[src/rtl/fight_pkg.sv]
// fight_pkg -- shared definitions for the fight sequencer slice.
//   fight_state_t : FSM state encoding (IDLE=0 .. MATCH_OVER=4)
//   winner_t      : winner encoding (00 none, 01 P1, 10 P2, 11 draw)
//   DEF_*         : default timing constants
//   cnt_w()       : counter width helper (never below 1 bit)
//   round_result(): round decision from the two health values
//   match_result(): match decision from the two win counters
package fight_pkg;

  typedef enum logic [2:0] {
    ST_IDLE       = 3'd0,
    ST_INTRO      = 3'd1,
    ST_FIGHT      = 3'd2,
    ST_KO         = 3'd3,
    ST_MATCH_OVER = 3'd4
  } fight_state_t;

  typedef enum logic [1:0] {
    WIN_NONE = 2'b00,
    WIN_P1   = 2'b01,
    WIN_P2   = 2'b10,
    WIN_DRAW = 2'b11
  } winner_t;

  localparam int DEF_CLK_HZ        = 100_000_000;
  localparam int DEF_TICK_HZ       = 20;
  localparam int DEF_ROUND_SECONDS = 60;
  localparam int DEF_INTRO_TICKS   = 60;
  localparam int DEF_KO_TICKS      = 40;
  localparam int DEF_WINS_NEEDED   = 2;
  localparam int DEF_MAX_ROUNDS    = 3;

  function automatic int cnt_w(input int n);
    return (n > 1) ? $clog2(n) : 1;
  endfunction

  // Only meaningful when the round is ending: a KO decides first (double KO
  // is a draw), otherwise the timeout goes to the healthier player.
  function automatic winner_t round_result(input logic [6:0] p1, input logic [6:0] p2);
    if (p1 == '0 && p2 == '0) return WIN_DRAW;
    if (p1 == '0)             return WIN_P2;
    if (p2 == '0)             return WIN_P1;
    if (p1 > p2)              return WIN_P1;
    if (p2 > p1)              return WIN_P2;
    return WIN_DRAW;
  endfunction

  function automatic winner_t match_result(input logic [1:0] w1, input logic [1:0] w2);
    if (w1 > w2) return WIN_P1;
    if (w2 > w1) return WIN_P2;
    return WIN_DRAW;
  endfunction

endpackage

[src/rtl/fight_sequencer_if.sv]
// fight_sequencer_if -- game-side signal bundle of the fight sequencer.
//   master : the sequencer (takes start/health, drives timing and status)
//   slave  : the game logic / physics side
//   start, p1_health, p2_health           : game -> sequencer
//   tick, phys_tick, phys_reset, input_en : timing / control outputs
//   state, round_time, round_no, p1_wins, p2_wins, winner, match_over : status
interface fight_sequencer_if;
  import fight_pkg::*;

  logic         start;
  logic [6:0]   p1_health;
  logic [6:0]   p2_health;
  logic         tick;
  logic         phys_tick;
  logic         phys_reset;
  logic         input_en;
  fight_state_t state;
  logic [6:0]   round_time;
  logic [1:0]   round_no;
  logic [1:0]   p1_wins;
  logic [1:0]   p2_wins;
  winner_t      winner;
  logic         match_over;

  modport master (
    input  start, p1_health, p2_health,
    output tick, phys_tick, phys_reset, input_en, state, round_time,
           round_no, p1_wins, p2_wins, winner, match_over
  );

  modport slave (
    output start, p1_health, p2_health,
    input  tick, phys_tick, phys_reset, input_en, state, round_time,
           round_no, p1_wins, p2_wins, winner, match_over
  );

endinterface

[src/rtl/tick_divider.sv]
// tick_divider -- free-running clock divider plus a tick sub-counter.
//   clk, reset : clock, synchronous active-high reset
//   sub_clr    : clears the sub-counter (used when a fight starts)
//   tick       : one-cycle pulse every DIV cycles
//   sub_cnt    : ticks seen modulo SUB_N (0..SUB_N-1)
module tick_divider
  import fight_pkg::*;
#(
  parameter int DIV   = 2,
  parameter int SUB_N = 20
) (
  input  logic                    clk,
  input  logic                    reset,
  input  logic                    sub_clr,
  output logic                    tick,
  output logic [cnt_w(SUB_N)-1:0] sub_cnt
);

  localparam int CW = cnt_w(DIV);
  localparam int SW = cnt_w(SUB_N);

  logic [CW-1:0] cnt;

  // NOTE: sequential state uses non-blocking assignments only, so every
  // register samples pre-edge values regardless of block ordering.
  always_ff @(posedge clk) begin
    if (reset) begin
      cnt  <= '0;
      tick <= 1'b0;
    end else if (cnt == CW'(DIV - 1)) begin
      cnt  <= '0;
      tick <= 1'b1;
    end else begin
      cnt  <= cnt + 1'b1;
      tick <= 1'b0;
    end
  end

  always_ff @(posedge clk) begin
    if (reset || sub_clr) begin
      sub_cnt <= '0;
    end else if (tick) begin
      sub_cnt <= (sub_cnt == SW'(SUB_N - 1)) ? '0 : sub_cnt + 1'b1;
    end
  end

endmodule

[src/rtl/fight_sequencer.sv]
// fight_sequencer -- round/match sequencer for a two-player fighting game.
//   clk, reset : clock, synchronous active-high reset
//   bus        : fight_sequencer_if.master (start/health in, timing and
//                status out; see the interface file for the signal list)
// Flow: IDLE -> INTRO -> FIGHT -> KO -> (INTRO | MATCH_OVER).
module fight_sequencer
  import fight_pkg::*;
#(
  parameter int CLK_HZ        = DEF_CLK_HZ,
  parameter int TICK_HZ       = DEF_TICK_HZ,
  parameter int ROUND_SECONDS = DEF_ROUND_SECONDS,
  parameter int INTRO_TICKS   = DEF_INTRO_TICKS,
  parameter int KO_TICKS      = DEF_KO_TICKS,
  parameter int WINS_NEEDED   = DEF_WINS_NEEDED,
  parameter int MAX_ROUNDS    = DEF_MAX_ROUNDS
) (
  input  logic              clk,
  input  logic              reset,
  fight_sequencer_if.master bus
);

  localparam int DIV  = CLK_HZ / TICK_HZ;
  localparam int SW   = cnt_w(TICK_HZ);
  localparam int PH_N = (INTRO_TICKS > KO_TICKS) ? INTRO_TICKS : KO_TICKS;
  localparam int PW   = cnt_w(PH_N);

  logic          tick;
  logic          sub_clr;
  logic [SW-1:0] sub_cnt;

  fight_state_t  state_q, state_d;
  logic [PW-1:0] phase_q;        // ticks spent in INTRO / KO
  logic [6:0]    round_time_q;
  logic [1:0]    round_no_q;
  logic [1:0]    p1_wins_q, p2_wins_q;
  winner_t       winner_q, round_res;

  logic end_now, sec_done, match_done;
  logic match_start, next_round, to_over;

  tick_divider #(.DIV(DIV), .SUB_N(TICK_HZ)) u_tick_divider (
    .clk    (clk),
    .reset  (reset),
    .sub_clr(sub_clr),
    .tick   (tick),
    .sub_cnt(sub_cnt)
  );

  // NOTE: every signal written here gets a default first, so no path through
  // the case statement can leave one unassigned and infer a latch.
  always_comb begin
    state_d        = state_q;
    sub_clr        = 1'b0;
    match_start    = 1'b0;
    next_round     = 1'b0;
    to_over        = 1'b0;
    bus.phys_reset = 1'b0;
    bus.phys_tick  = 1'b0;
    bus.input_en   = 1'b0;
    bus.match_over = 1'b0;

    round_res  = round_result(bus.p1_health, bus.p2_health);
    // Health and the timer are only looked at on tick cycles of a fight.
    end_now    = (state_q == ST_FIGHT) && tick &&
                 (bus.p1_health == '0 || bus.p2_health == '0 || round_time_q == '0);
    sec_done   = (state_q == ST_FIGHT) && tick && !end_now &&
                 (sub_cnt == SW'(TICK_HZ - 1)) && (round_time_q != '0);
    match_done = (p1_wins_q == 2'(WINS_NEEDED)) || (p2_wins_q == 2'(WINS_NEEDED)) ||
                 (round_no_q == 2'(MAX_ROUNDS));

    case (state_q)
      ST_IDLE: begin
        bus.phys_reset = 1'b1;
        if (bus.start) begin
          state_d     = ST_INTRO;
          match_start = 1'b1;
        end
      end
      ST_INTRO: begin
        bus.phys_reset = 1'b1;
        if (tick && phase_q == PW'(INTRO_TICKS - 1)) begin
          state_d = ST_FIGHT;
          sub_clr = 1'b1;
        end
      end
      ST_FIGHT: begin
        bus.phys_tick = tick;
        bus.input_en  = 1'b1;
        if (end_now) state_d = ST_KO;
      end
      ST_KO: begin
        if (tick && phase_q == PW'(KO_TICKS - 1)) begin
          if (match_done) begin
            state_d = ST_MATCH_OVER;
            to_over = 1'b1;
          end else begin
            state_d    = ST_INTRO;
            next_round = 1'b1;
          end
        end
      end
      ST_MATCH_OVER: begin
        bus.match_over = 1'b1;
        if (bus.start) begin
          state_d     = ST_INTRO;
          match_start = 1'b1;
        end
      end
      default: state_d = ST_IDLE;
    endcase
  end

  always_ff @(posedge clk) begin
    if (reset) begin
      state_q      <= ST_IDLE;
      phase_q      <= '0;
      round_time_q <= 7'(ROUND_SECONDS);
      round_no_q   <= '0;
      p1_wins_q    <= '0;
      p2_wins_q    <= '0;
      winner_q     <= WIN_NONE;
    end else begin
      state_q <= state_d;

      if (state_d != state_q) begin
        phase_q <= '0;
      end else if (tick && (state_q == ST_INTRO || state_q == ST_KO)) begin
        phase_q <= phase_q + 1'b1;
      end

      if (state_d == ST_INTRO && state_q != ST_INTRO) begin
        round_time_q <= 7'(ROUND_SECONDS);
      end else if (sec_done) begin
        round_time_q <= round_time_q - 7'd1;
      end

      if (match_start) begin
        round_no_q <= 2'd1;
        p1_wins_q  <= '0;
        p2_wins_q  <= '0;
        winner_q   <= WIN_NONE;
      end

      if (end_now) begin
        winner_q <= round_res;
        if (round_res == WIN_P1 && p1_wins_q != 2'd3) p1_wins_q <= p1_wins_q + 2'd1;
        if (round_res == WIN_P2 && p2_wins_q != 2'd3) p2_wins_q <= p2_wins_q + 2'd1;
      end

      // next_round only fires while round_no < MAX_ROUNDS (match_done guards it).
      if (next_round) begin
        round_no_q <= round_no_q + 2'd1;
        winner_q   <= WIN_NONE;
      end

      if (to_over) winner_q <= match_result(p1_wins_q, p2_wins_q);
    end
  end

  assign bus.tick       = tick;
  assign bus.state      = state_q;
  assign bus.round_time = round_time_q;
  assign bus.round_no   = round_no_q;
  assign bus.p1_wins    = p1_wins_q;
  assign bus.p2_wins    = p2_wins_q;
  assign bus.winner     = winner_q;

endmodule

[src/flat_wrapper.sv]
// flat-port wrapper written by rule: the top's interface ports become plain ports
module fight_sequencer_flat import fight_pkg::*;
#(
  parameter int CLK_HZ        = DEF_CLK_HZ,
  parameter int TICK_HZ       = DEF_TICK_HZ,
  parameter int ROUND_SECONDS = DEF_ROUND_SECONDS,
  parameter int INTRO_TICKS   = DEF_INTRO_TICKS,
  parameter int KO_TICKS      = DEF_KO_TICKS,
  parameter int WINS_NEEDED   = DEF_WINS_NEEDED,
  parameter int MAX_ROUNDS    = DEF_MAX_ROUNDS
)
  (clk, reset, bus_start, bus_p1_health, bus_p2_health, bus_tick, bus_phys_tick, bus_phys_reset, bus_input_en, bus_state, bus_round_time, bus_round_no, bus_p1_wins, bus_p2_wins, bus_winner, bus_match_over);
  fight_sequencer_if bus_i ();
  input  logic clk;
  input  logic reset;
  input wire logic [$bits(bus_i.start)-1:0] bus_start;
  input wire logic [$bits(bus_i.p1_health)-1:0] bus_p1_health;
  input wire logic [$bits(bus_i.p2_health)-1:0] bus_p2_health;
  output wire logic [$bits(bus_i.tick)-1:0] bus_tick;
  output wire logic [$bits(bus_i.phys_tick)-1:0] bus_phys_tick;
  output wire logic [$bits(bus_i.phys_reset)-1:0] bus_phys_reset;
  output wire logic [$bits(bus_i.input_en)-1:0] bus_input_en;
  output wire logic [$bits(bus_i.state)-1:0] bus_state;
  output wire logic [$bits(bus_i.round_time)-1:0] bus_round_time;
  output wire logic [$bits(bus_i.round_no)-1:0] bus_round_no;
  output wire logic [$bits(bus_i.p1_wins)-1:0] bus_p1_wins;
  output wire logic [$bits(bus_i.p2_wins)-1:0] bus_p2_wins;
  output wire logic [$bits(bus_i.winner)-1:0] bus_winner;
  output wire logic [$bits(bus_i.match_over)-1:0] bus_match_over;
  assign bus_i.start = bus_start;
  assign bus_i.p1_health = bus_p1_health;
  assign bus_i.p2_health = bus_p2_health;
  assign bus_tick = bus_i.tick;
  assign bus_phys_tick = bus_i.phys_tick;
  assign bus_phys_reset = bus_i.phys_reset;
  assign bus_input_en = bus_i.input_en;
  assign bus_state = bus_i.state;
  assign bus_round_time = bus_i.round_time;
  assign bus_round_no = bus_i.round_no;
  assign bus_p1_wins = bus_i.p1_wins;
  assign bus_p2_wins = bus_i.p2_wins;
  assign bus_winner = bus_i.winner;
  assign bus_match_over = bus_i.match_over;
  fight_sequencer #(.CLK_HZ(CLK_HZ), .TICK_HZ(TICK_HZ), .ROUND_SECONDS(ROUND_SECONDS), .INTRO_TICKS(INTRO_TICKS), .KO_TICKS(KO_TICKS), .WINS_NEEDED(WINS_NEEDED), .MAX_ROUNDS(MAX_ROUNDS)) u_core (.clk(clk), .reset(reset), .bus(bus_i));
endmodule
[config.mk]
export PLATFORM = sky130hd
export DESIGN_NAME = fight_sequencer_flat
export DESIGN_NICKNAME = d
export VERILOG_FILES = /design/src/rtl/fight_pkg.sv /design/src/rtl/fight_sequencer_if.sv /design/src/rtl/tick_divider.sv /design/src/rtl/fight_sequencer.sv /design/src/flat_wrapper.sv
export SDC_FILE = /design/constraint.sdc
export NUM_CORES = 1
export LEC_CHECK = 0
export ABC_CLOCK_PERIOD_IN_PS = 2700
export CORE_AREA = 2 2 92 130
export CTS_CLUSTER_SIZE = 12
export DETAILED_ROUTE_END_ITERATION = 10
export DIE_AREA = 0 0 94 132
export SLEW_MARGIN = 40
export SYNTH_ARGS = -nofsm -noshare
export SYNTH_HDL_FRONTEND = slang
export SYNTH_SLANG_ARGS = --single-unit
export TNS_END_PERCENT = 5
[constraint.sdc]
create_clock -name clk -period 2.7 [get_ports clk]
set_clock_uncertainty 0.15 [all_clocks]
set_input_delay 0.54 -clock clk [delete_from_list [all_inputs] [get_ports clk]]
set_output_delay 0.54 -clock clk [all_outputs]
set_load 0.02 [all_outputs]
======== Yosys cells after proc, flatten, opt, wreduce, memory -nomap -nowiden ========
Index checks and enable logic that the tools add are counted.
cells by class
  $add $sub $neg .......................... 7
  order comparisons ....................... 4
  equality and inequality tests ........... 18
  multiplexer cells ....................... 70
  reduce and logical (&&, ||, !) cells .... 31
operators with widths
  operator                                                                number
  2-bit two-way mux                                                       26
  1-bit two-way mux                                                       37
  23-bit by 1-bit adder with 23-bit output (second input constant)        1
  23-bit equality test (second input constant)                            1
  7-bit logical NOT                                                       3
  3-bit two-way mux                                                       5
  7-bit > comparator                                                      2
  6-bit equality test (second input constant)                             2
  1-bit logical AND                                                       12
  3-bit case mux with 4 select lines                                      1
  2-bit OR reduction                                                      5
  2-bit equality test (second input constant)                             4
  7-bit nonzero test                                                      1
  7-bit by 1-bit subtractor with 7-bit output (second input constant)     1
  2-bit by 1-bit adder with 2-bit output (second input constant)          3
  6-bit by 1-bit adder with 6-bit output (second input constant)          1
  3-bit by 1-bit equality test with 1-bit output (second input constant)  2
  3-bit by 2-bit equality test with 1-bit output (second input constant)  2
  1-bit logical OR                                                        6
  5-bit by 1-bit adder with 5-bit output (second input constant)          1
  5-bit equality test (second input constant)                             1
  5-bit two-way mux                                                       1
  2-bit > comparator                                                      2
  2-bit inequality test (second input constant)                           2
  8 further kinds                                                         8
word-level totals
  flip-flop bits (word level) ............. 53
  output and inout port bits .............. 23
  logic and storage cells ................. 140

======== Depth between registers and ports, before layout ========
  word-level depth ........................ 22
  gate-level depth with buffers ........... 8
  mapped depth without buffers ............ 8

======== Modules after synthesis ========
From an unflattened synthesis, not the netlist that was laid out.
unflattened totals
  cell total of the unflattened synthesis .. 343
  area total of the unflattened synthesis .. 2905.3 µm²
by module, submodules not included
  module           times used  cells an instance  area each (µm²)  sequential area each (µm²)
  fight_sequencer  1           192                1601.5           480.5
  tick_divider     1           151                1303.8           580.6

======== Worst setup path after synthesis ========
No wires, ideal clock.
  kind .................................... input to register
  from .................................... in bus_p1_health[3]
  to ...................................... reg u_core.p1_wins_q[1], in the netlist u_core.bus.p1_wins[1]
  library setup time ...................... 101 ps
  data arrival time ....................... 2094 ps
  required time ........................... 2449 ps
  slack ................................... 356 ps
  stages on the path ...................... 7
  path buffers ............................ 1
  path through ............................ or4_4 -> nor4_4 -> o31a_1 -> buf_6 -> nand2b_4 -> or4_1 -> o41ai_1
on the way
  longest elaborated chain between the ends .. 15
  elaborated cells between the ends (all ways) .. 32
RTL lines
  what                                            line                    text
  start: declaration                              flat_wrapper.sv:17      input wire logic [$bits(bus_i.p1_health)-1:0] bus_p1_health;
  7-bit > comparator                              fight_pkg.sv:44         if (p2 > p1) return WIN_P2;
  1-bit two-way mux (2 in series)                 fight_pkg.sv:44
  1-bit two-way mux                               fight_pkg.sv:43         if (p1 > p2) return WIN_P1;
  1-bit two-way mux                               fight_pkg.sv:42         if (p2 == '0) return WIN_P1;
  1-bit two-way mux                               fight_pkg.sv:41         if (p1 == '0) return WIN_P2;
  2-bit two-way mux                               fight_pkg.sv:45         return WIN_DRAW;
  2-bit two-way mux                               fight_pkg.sv:44
  2-bit two-way mux                               fight_pkg.sv:43
  2-bit two-way mux                               fight_pkg.sv:42
  2-bit two-way mux                               fight_pkg.sv:41
  2-bit by 1-bit equality test with 1-bit output  fight_sequencer.sv:146  if (round_res == WIN_P1 && p1_wins_q != 2'd3) p1_wins_q <= p1_wins_q + 2'd1;
  1-bit logical AND                               fight_sequencer.sv:146
  2-bit two-way mux                               fight_sequencer.sv:146
  2-bit two-way mux *                             fight_sequencer.sv:144  if (end_now) begin
  end signal: assignment                          fight_sequencer.sv:146
  end: declaration                                fight_sequencer.sv:35   logic [1:0] p1_wins_q, p2_wins_q;
Mark *: on every way between the ends. The rest lies on a longest branch, timed or not. The select of a mux whose other input is x is not followed.
A chain may end at the register's enable or synchronous reset.

======== Final worst setup path ========
  from .................................... in bus_p2_health[4]
  to ...................................... reg u_core.p1_wins_q[1], in the netlist u_core.bus.p1_wins[1]
on the way
  longest elaborated chain between the ends .. 15
  elaborated cells between the ends (all ways) .. 32
RTL lines
  what                                            line                    text
  start: declaration                              flat_wrapper.sv:18      input wire logic [$bits(bus_i.p2_health)-1:0] bus_p2_health;
  7-bit > comparator                              fight_pkg.sv:44
  1-bit two-way mux (2 in series)                 fight_pkg.sv:44
  1-bit two-way mux                               fight_pkg.sv:43
  1-bit two-way mux                               fight_pkg.sv:42
  1-bit two-way mux                               fight_pkg.sv:41
  2-bit two-way mux                               fight_pkg.sv:45
  2-bit two-way mux                               fight_pkg.sv:44
  2-bit two-way mux                               fight_pkg.sv:43
  2-bit two-way mux                               fight_pkg.sv:42
  2-bit two-way mux                               fight_pkg.sv:41
  2-bit by 1-bit equality test with 1-bit output  fight_sequencer.sv:146
  1-bit logical AND                               fight_sequencer.sv:146
  2-bit two-way mux                               fight_sequencer.sv:146
  2-bit two-way mux *                             fight_sequencer.sv:144
Marks and branches as above.

==> results.tsv <==
stage	metric	value	unit
clocking	clock buffer depth	2	
worst_setup_path	critical path endpoint category	flop	
yosys	mapped cell area	2770	um2
worst_setup_path	worst setup path end	u_core.bus.p1_wins[1]	
detailed_routing	DR vias	2392	
timing	fmax	0.400	GHz
yosys	Ys Warns	0	
yosys	main flop type after synthesis	dfxtp_1	
worst_setup_path	cells along the critical path	clkdlybuf4s50_1 > inv_1 > ha_1 > nand4_1 > a21oi_1 > o21bai_1 > o22a_1 > or4_1 > o41ai_1	
yosys	Post-synth ARST share	0	%
worst_setup_path	critical path peak fanout	4	
clocking	total CTS buffers	5	
place	Inst Count DP	514	
place	I/O Buffers	39	
final_layout	antenna cells	0	
pwr	Pwr Density	465	nW/um2
worst_setup_path	Crit Path Class	input pin to flop	
detailed_routing	DR pass1 iterations	4	
timing	pins over their slew limit	0	
timing	Final setup viols	0	
global_routing	pin count of the biggest net entering global routing	24	
worst_setup_path	Crit path depth	9	
timing	max_slew headroom	58.2	%
worst_setup_path	Critical Path Source	bus_p2_health[4]	
yosys	sequential cell area fraction in the yosys report	38.3	%
place	Detailed Place HPWL	4.84	mm
place	RD Place Congestion	0.741	
clocking	CTS hold repair buffers	0	
global_routing	vias in the first global route	2302	
clocking	clock-pin slew on the worst setup and hold paths	0.07	ns
detailed_routing	wire per inst	12.1	um
yosys	area leader, netlist	dfxtp_1	
yosys	Post-synth EDFFs	0	
detailed_routing	Post-route DRC	0	
final_layout	final net count	412	
global_routing	overall routing resource usage	10.0	%
clocking	post-cts sizing count	0	
yosys	multiplexer share of the synthesized area	1.13	%
clocking	H-tree levels	2	
run	MaxCap Viol Count	0	
timing	Slew @ Worst Pin	0.625	ns
pwr	P_leak	1.32	nW
timing	Final Hold Fails	0	
global_routing	grt total ovfl	0	
min_path	hold_sp	u_core.u_tick_divider.cnt[0]	
yosys	FF+latch count, synth	53	
worst_setup_path	CP max-delay cell	clkdlybuf4s50_1	
clocking	Worst-Skew Late Latency	0.29	ns
worst_setup_path	Setup crit start kind	input pin	
clocking	clock root cell	clkbuf_16	
worst_setup_path	Reg2Reg Capture Point	u_core.bus.round_time[1]	
pwr	Final Power	0.00166	W
yosys	Post-Syn Nets	363	
floorplan	die width	94	um
status	outcome	finished, final reports clean	
worst_setup_path	slowest stage delay, CP	0.48	ns
final_layout	fillers	1182	
yosys	Synth top area share	38.3	%
yosys	Post-Synth Adder-Cell Area	8.13	%
yosys	synth unique cells	50	
detailed_routing	post-route ant nets	0	
worst_setup_path	kind of cell adding the most delay to the critical path	simple AND/OR/NAND/NOR gates	
final_layout	layout cell share with drive strength beyond 1	7.67	%
worst_setup_path	r2r startpoint	u_core.u_tick_divider.sub_cnt[0]	
worst_setup_path	Bufs and invs on worst path	2	
timing	RSZ-0062 raised after global routing	false	
floorplan	Initial Utilization	24.7	%
yosys	top cells by area, synth	dfxtp_1, ha_1, xor2_1	
worst_setup_path	critical path required time	2.73	ns
clocking	Setup Fix Bufs, Post-CTS	0	
yosys	XOR/XNOR Fraction of Synth Area	10.7	%
min_path	Hold Path Class	flop to flop	
detailed_routing	drt total wl	6.30	mm
worst_setup_path	reg2reg setup slack	0.39	ns
final_layout	Layout Cells excl Fill	522	
yosys	complex-gate fraction of the synthesized area	8.17	%
timing	minimum clock period	2.50	ns
yosys	simple-gate share of the synthesized area	29.7	%
pwr	Max VDD drop	0.000244	V
detailed_routing	Vias/cell	4.58	
yosys	Mapped Cells	328	
detailed_routing	First DRT Iteration DRCs	84	
floorplan	IO Pins	40	
worst_setup_path	cell count of the worst reg-to-reg path	6	
worst_setup_path	critical path arrival	2.53	ns
clocking	CTS tree	yes	
clocking	Sink Count	53	
yosys	largest family of logic cells by synthesized area	simple AND/OR/NAND/NOR gates	
global_routing	initial antenna violation count	0	
floorplan	die height	132	um
floorplan	Core ar.	11200	um2
yosys	Mapped Avg Cell Area	8.45	um2
floorplan	die footprint	12400	um2
final_layout	area grow syn2layout	28.8	%
global_routing	first-pass GRT wire length	10.4	mm
timing	fin crit share	92.5	%
floorplan	# rows	46	
[layer usage]
metal  global-route usage [%]  vias up  routed length [um]
met5                        0        -                   0
li1                         -     1235                   -
met2                     17.8       45                3170
met4                     1.93        0                  36
met3                     2.12        5                 254
met1                     12.5     1107                2840
[sequential cells by signal, indices dropped and copies added (netlist names)]
| signal | count |
|---|---|
| u_core.phase_q | 6 |
| u_core.bus.state | 3 |
| u_core.u_tick_divider.tick | 1 |
| u_core.bus.p1_wins | 2 |
| u_core.bus.round_no | 2 |
| u_core.u_tick_divider.cnt | 23 |
| u_core.bus.round_time | 7 |
| u_core.bus.p2_wins | 2 |
| u_core.bus.winner | 2 |
| u_core.u_tick_divider.sub_cnt | 5 |
[where the power goes]
group	switching, W	total [W]	internal [W]
clock network	0.000287	0.000727	0.000440
registers	0.00000954	0.000799	0.000790
logic	0.0000706	0.000136	0.0000652
total	0.000367	0.00166	0.00129
[cell type report]
class                           instances  area [um2]  share of cell area (%)
Clock inverter                          2        38.8                    1.09
Clock buffer                            6         129                    3.61
Tap cell                              144         180                    5.05
Timing Repair Buffer                   51         480                    13.5
Multi-Input combinational cell        249        1620                    45.3
Inverter                               17        63.8                    1.79
Sequential cell                        53        1060                    29.7
[synthesized netlist by cell type, drive strengths merged, types with 2 or more instances]
master and count:
o22ai 2, nor4 6, buf 2, and3 6, xnor2 10, a211oi 2
nand2 28, a21oi 12, ha 18, clkbuf 7, nor3b 2, and2 3
inv 17, o41ai 2, nor2 55, mux2i 2, nand4 7, xor2 24
and4 3, dfxtp 53, nor3 14, o21ai 4, nand3 21, nor2b 3
nor4b 3, or4 2, a21o 2
[worst min path at each step]
| stage | endpoint | slack [ns] | depth (start not counted) |
|---|---|---|---|
| 2_1_floorplan | u_core.u_tick_divider.cnt[0] | 0.28 | 1 |
| 3_3_place_gp | u_core.u_tick_divider.cnt[0] | 0.29 | 1 |
| 3_5_place_dp | u_core.u_tick_divider.cnt[0] | 0.31 | 1 |
| 4_1_cts | u_core.u_tick_divider.cnt[0] | 0.33 | 1 |
| 5_1_grt | u_core.u_tick_divider.cnt[0] | 0.36 | 1 |
| 6_report | u_core.u_tick_divider.cnt[0] | 0.32 | 1 |
[cell usage in the layout, fill, tap and decap left out, drive strengths merged, types with 2 or more instances in the layout]
cell,count
a211oi,2
a21o,2
a21oi,12
and2,3
and3,6
and4,3
buf,12
clkbuf,6
clkdlybuf4s50,39
dfxtp,53
ha,18
inv,17
mux2i,2
nand2,28
nand3,21
nand4,7
nor2,55
nor2b,3
nor3,14
nor3b,2
nor4,6
nor4b,3
o21ai,4
o22ai,2
o41ai,2
or4,2
xnor2,10
xor2,24
[logic make-up after synthesis]
group,count (synthesis)
AO/OA/AOI/OAI,34
XOR/XNOR,34
adder cells (fa/ha/maj),18
buffers and inverters,26
flip-flops,53
multiplexers,3
AND/OR/NAND/NOR,160
[per-stage QoR]
step / cell area (um2) / setup TNS (ns) / util (%) / worst slack [ns] / hold WS (ns)
global placement: 3390 / -0.393 / 30.2 / -0.0622 / 0.291
global route: 3570 / 0 / 31.8 / 0.0386 / 0.364
floorplan: 2770 / 0 / - / 0.356 / 0.276
finish: 3570 / 0 / 31.8 / 0.202 / 0.317
detailed placement: 3390 / -0.775 / 30.2 / -0.102 / 0.308
CTS: 3560 / 0 / 31.7 / 0.194 / 0.325
(Power assumes the default switching activity.)
